===== src/rtl/bit_scanner.sv =====
// bit_scanner: streaming set-bit enumerator.
// A bitmap is accepted on the load port. The index of every set bit is then
// emitted on the output port, one per handshake, lowest-first or highest-first.
// All output data is derived combinationally from the pending bitmap, so it
// stays stable under back-pressure with no extra holding registers.
module bit_scanner #(
    parameter  int WIDTH     = 16,
    parameter  int MSB_FIRST = 0,
    localparam int IW        = $clog2(WIDTH),
    localparam int CW        = $clog2(WIDTH + 1)
) (
    input  logic             clk,
    input  logic             reset_n,
    input  logic             flush,
    input  logic             load_valid,
    output logic             load_ready,
    input  logic [WIDTH-1:0] load_bits,
    output logic             out_valid,
    input  logic             out_ready,
    output logic [IW-1:0]    out_idx,
    output logic             out_last,
    output logic [CW-1:0]    remaining,
    output logic             done
);

    typedef enum logic {
        IDLE = 1'b0,
        SCAN = 1'b1
    } state_e;

    state_e           r_state;
    state_e           w_state_nxt;
    logic [WIDTH-1:0] r_pending;
    logic [WIDTH-1:0] w_pending_nxt;
    logic             r_done;
    logic             w_done_nxt;

    logic             w_scan;
    logic             w_load_hs;
    logic             w_out_hs;
    logic             w_last;
    logic [IW-1:0]    w_lsb_idx;
    logic [IW-1:0]    w_msb_idx;
    logic [IW-1:0]    w_sel_idx;
    logic [CW-1:0]    w_popcount;

    assign w_scan = (r_state == SCAN);

    // Lowest set bit of pending: walk downward so the lowest set bit is
    // the last assignment and therefore wins.
    always_comb begin
        // NOTE: every always_comb output gets a default first so no path
        // leaves it unassigned; an unassigned path would infer a latch.
        w_lsb_idx = '0;
        for (int i = WIDTH - 1; i >= 0; i--) begin
            if (r_pending[i]) begin
                w_lsb_idx = IW'(i);
            end
        end
    end

    // Highest set bit of pending: walk upward so the highest wins.
    always_comb begin
        w_msb_idx = '0;
        for (int i = 0; i < WIDTH; i++) begin
            if (r_pending[i]) begin
                w_msb_idx = IW'(i);
            end
        end
    end

    // Population count of pending: the bits still to be emitted,
    // including the one currently presented.
    always_comb begin
        w_popcount = '0;
        for (int i = 0; i < WIDTH; i++) begin
            w_popcount = w_popcount + CW'(r_pending[i]);
        end
    end

    assign w_sel_idx = (MSB_FIRST != 0) ? w_msb_idx : w_lsb_idx;
    assign w_last    = w_scan && (w_popcount == CW'(1));

    // Output port: meaningful only in SCAN, forced to zero in IDLE.
    assign out_valid = w_scan;
    assign out_idx   = w_scan ? w_sel_idx  : '0;
    assign remaining = w_scan ? w_popcount : '0;
    assign out_last  = w_last;
    assign done      = r_done;

    // A new bitmap fits either when idle or when the final index of the
    // current one is being taken this cycle, which removes the gap cycle
    // between bitmaps. flush blocks loading outright.
    assign load_ready = !flush && (!w_scan || (out_ready && w_last));

    assign w_load_hs = load_valid && load_ready;
    assign w_out_hs  = w_scan && out_ready;

    // Next-state logic: consume the presented index, retire the bitmap on
    // its final index, take a new bitmap on a load, and let flush override
    // everything without raising done.
    always_comb begin
        w_state_nxt   = r_state;
        w_pending_nxt = r_pending;
        w_done_nxt    = 1'b0;

        if (w_out_hs) begin
            w_pending_nxt[w_sel_idx] = 1'b0;
            if (w_last) begin
                w_state_nxt = IDLE;
                w_done_nxt  = 1'b1;
            end
        end

        if (w_load_hs) begin
            if (load_bits != '0) begin
                w_pending_nxt = load_bits;
                w_state_nxt   = SCAN;
            end else begin
                // An empty bitmap is complete as soon as it is accepted.
                w_done_nxt = 1'b1;
            end
        end

        if (flush) begin
            w_pending_nxt = '0;
            w_state_nxt   = IDLE;
            w_done_nxt    = 1'b0;
        end
    end

    // State registers. pending is a plain register, not a memory, so it is
    // cleared on reset together with the FSM.
    always_ff @(posedge clk or negedge reset_n) begin
        if (!reset_n) begin
            r_state   <= IDLE;
            r_pending <= '0;
            r_done    <= 1'b0;
        end else begin
            // NOTE: non-blocking assignments let every register sample the
            // same pre-edge values regardless of statement order.
            r_state   <= w_state_nxt;
            r_pending <= w_pending_nxt;
            r_done    <= w_done_nxt;
        end
    end

endmodule


===== config.mk =====
export PLATFORM = sky130hd
export DESIGN_NAME = bit_scanner
export DESIGN_NICKNAME = d
export VERILOG_FILES = /design/src/rtl/bit_scanner.sv
export SDC_FILE = /design/constraint.sdc
export NUM_CORES = 1
export LEC_CHECK = 0
export ABC_CLOCK_PERIOD_IN_PS = 6670
export CELL_PAD_IN_SITES_DETAIL_PLACEMENT = 0
export CELL_PAD_IN_SITES_GLOBAL_PLACEMENT = 1
export CORE_MARGIN = 8
export CORE_UTILIZATION = 35
export CTS_BUF_LIST = sky130_fd_sc_hd__clkbuf_4 sky130_fd_sc_hd__clkbuf_8 sky130_fd_sc_hd__clkbuf_16
export DETAILED_ROUTE_END_ITERATION = 10
export PLACE_DENSITY_LB_ADDON = 0.05
export REMOVE_ABC_BUFFERS = 1
export SYNTH_ARGS = -nofsm -noshare
export SYNTH_HDL_FRONTEND = slang
export SYNTH_SLANG_ARGS = --single-unit

===== constraint.sdc =====
create_clock -name clk -period 6.67 [get_ports clk]
set_clock_uncertainty 0.05 [all_clocks]
set_input_delay 0.667 -clock clk [delete_from_list [all_inputs] [get_ports clk]]
set_output_delay 0.667 -clock clk [all_outputs]
set_load 0.005 [all_outputs]

==> out/qor.log <==
INFO  pwr            power=0.547mW
INFO  layout         synthToLayoutAreaGrowth=25.7%
INFO  floorplanning  floorplan.die_area=7670squm
INFO  floorplanning  initial_core_util=0.358
INFO  sta            finalWorstPathRequiredPeriod=5.85ns
INFO  pwr            cellPowerDensity=243nW/um^2
INFO  floorplanning  i_o_pins=34
INFO  synthesis      synth.area.top_cells=dfrtp_1 25%, fa_1 11%, o41ai_2 10%
INFO  synthesis      synth.largest_area_cell=dfrtp_1
INFO  grt            globalRoute.totalOverflow=0
INFO  layout         final_cell_mix=33 x clkdlybuf4s50_1, 30 x inv_1, 18 x dfrtp_1
INFO  grt            grt_max_degree=21
INFO  synthesis      synth_register_bits=18
INFO  grt            antenna_found_initial=0
INFO  placed_design  dp_hpwl=4.17mm
INFO  sta            grt_setup_unrepaired=no
INFO  routing        drc_errors=0
INFO  synthesis      post_synth_edffs=0
INFO  synthesis      synth.top_cell.area_share=0.251
INFO  floorplanning  die-height=87.6um
INFO  run            timing.max_cap.violations=0
INFO  sta            setup_viol=0
INFO  clock_network  cts-buffers-inserted=3
INFO  clock_network  post_cts_resized=0
INFO  sta            timing.final.crit_share=0.877
INFO  layout         num-nets-final=260
INFO  routing        wirelength=5.01mm
INFO  synthesis      yosysWarnings=0
INFO  routing        detail_route.wl_per_cell=17.1um
INFO  clock_network  cts.clk_slew.worst_paths=0.09ns
INFO  clock_network  cts_root_buffer=clkbuf_8
INFO  layout         leading_cell_type_in_the_layout_fill_and_taps_excluded=clkdlybuf4s50_1
INFO  floorplanning  die-width=87.6um
INFO  routing        antenna_violation_net_count_after_detailed_routing=0
INFO  routing        detail_route.vias_per_cell=5.45
INFO  setup_path     critical_path.max_stage_delay=0.55ns
INFO  placed_design  numPortBuffers=33
INFO  synthesis      post_synth_inst_count=190
INFO  clock_network  cts.repair_timing.setup_buffer_count=0
INFO  synthesis      synth.yosys.seq_area_share=0.251
INFO  sta            final.hold.worst_slack=0.559ns
INFO  synthesis      netlist-cell-type-count=48
INFO  placed_design  place_congestion=0.835
INFO  routing        drt_pre_antenna_iters=4
INFO  min_path       hold_path_class=reg -> reg
INFO  grt            grt_usage=0.139
INFO  clock_network  cts_tree=done
INFO  setup_path     critical_path.cell_chain=inv_1, fa_1, inv_1, fa_1, fa_1, inv_1, fa_1, inv_1, ha_1, inv_1, fa_1, xnor2_1, o22a_1, a2111oi_4, buf_4, nor2_1, nor2_1, clkdlybuf4s50_1
INFO  synthesis      dominantRegCellSynth=dfrtp_1
INFO  layout         diodes=0
INFO  sta            worstMarginPinSlew=0.917ns
INFO  placed_design  number_of_placed_cells_counting_well_taps=289
INFO  synthesis      post_synth_instance_area=1790squm
INFO  layout         drive_above_1_share=0.135
INFO  clock_network  numClockSinks=18
INFO  grt            first_global_vias=1697
INFO  routing        dr_total_vias=1597
INFO  setup_path     setup.worst_path.class=reg -> out
INFO  layout         n_fill_cell=512
INFO  sta            finalMaxSlewViolations=0
INFO  pwr            p_leak=0.970nW
INFO  setup_path     cp-end-kind=primary output
INFO  sta            hold_viol=0
INFO  synthesis      synthesis.area_per_instance=9.44squm
INFO  routing        drt_first_iter_violations=85
INFO  sta            rel_slew_slack=0.381
INFO  grt            grt_first_pass_wirelength=8.38mm
INFO  setup_path     start_kind=register
INFO  layout         post_layout_nonfiller_instances=293
INFO  setup_path     worst-endpoint-required=5.95ns
INFO  setup_path     crit_arrival=5.13ns
INFO  sta            maxClockFrequency=0.171GHz
INFO  synthesis      async_reset_ff_frac=1.00
INFO  floorplanning  row_count=26
INFO  run_status     run_status=complete, no violations
INFO  sta            fin_tns_setup=0ns
INFO  floorplanning  floorplan.core_area=5010squm
INFO  clock_network  cts_buffer_depth=2
INFO  clock_network  cts_max_level=1
INFO  setup_path     critical-path-slowest-cell=fa_1
INFO  pwr            power.ir.vdd_worst=0.104mV
INFO  setup_path     timing.critical_path.fanout_max=16
INFO  clock_network  cts.hold.buffers_added=0
INFO  clock_network  clk-insertion-delay-late=0.26ns
[area by class of cell]
cell class / count / area, sq um / area share
Multi-Input combinational cell: 135 / 1200 / 0.532
Inverter: 31 / 116 / 0.0516
Clock buffer: 4 / 55.1 / 0.0244
Tap cell: 70 / 87.6 / 0.0389
Timing Repair Buffer: 35 / 345 / 0.153
Sequential cell: 18 / 450 / 0.200
[stage by stage]
| step | setup WS, ns | area (sq um) | util |
|---|---|---|---|
| floorplan | 1.65 | 1770 | - |
| CTS | 0.791 | 2250 | 0.450 |
| detailed placement | 1.11 | 2200 | 0.439 |
| global route | 0.531 | 2250 | 0.450 |
| global placement | 1.13 | 2200 | 0.439 |
| finish | 0.821 | 2250 | 0.450 |
[power breakdown]
group          switching, mW  internal [mW]
combinational          0.172          0.145
clock                 0.0414         0.0525
sequential            0.0153          0.120
total                  0.229          0.318
[synthesized netlist by cell type (5+ instances only)]
library cell,n
a211oi_1,6
nor4_1,7
fa_1,10
o211ai_1,13
dfrtp_1,18
inv_1,30
o41ai_2,11
ha_1,5
or4_1,5
nor2_1,17
nand2_1,5
[worst max-delay path: cells and delay by family, from the launching register on]
kind	cells	cell delay (ns)
fa+ha+maj	6	2.53
buf+inv	7	1.11
compound gates	2	0.55
flops	1	0.37
xor+xnor	1	0.16
simple gates	2	0.16
[routing by layer]
metal | GRT usage | part of all wire
met1 | 0.178 | 0.50
met2 | 0.234 | 0.46
met3 | 0.0225 | 0.028
met4 | 0.0422 | 0.0068
met5 | 0 | 0
[logic make-up after synthesis]
group | Yosys count | synth area share
compound gates | 59 | 0.311
xor+xnor | 1 | 0.00489
fa+ha+maj | 15 | 0.147
buf+inv | 37 | 0.0802
flops | 18 | 0.251
mux | 5 | 0.0335
simple gates | 55 | 0.172
[path summary, 6_finish.rpt]
kind,start,endpoint,slack [ns],depth (start not counted)
max in group asynchronous,reset_n,r_pending[1]$_DFF_PN0_,5.18,1
max,r_pending[5]$_DFF_PN0_,load_ready,0.82,18
min reg2reg,r_pending[15]$_DFF_PN0_,r_pending[15]$_DFF_PN0_,0.56,2
min in group asynchronous,reset_n,done$_DFF_PN0_,0.84,1
max reg2reg,r_pending[5]$_DFF_PN0_,r_pending[6]$_DFF_PN0_,1.58,17
min,r_pending[15]$_DFF_PN0_,r_pending[15]$_DFF_PN0_,0.56,2
[flip-flops by register name, indices dropped and copies added, names as in the netlist]
signal and flops:
done 1, out_valid 1, r_pending 16
(Power assumes the default switching activity.)
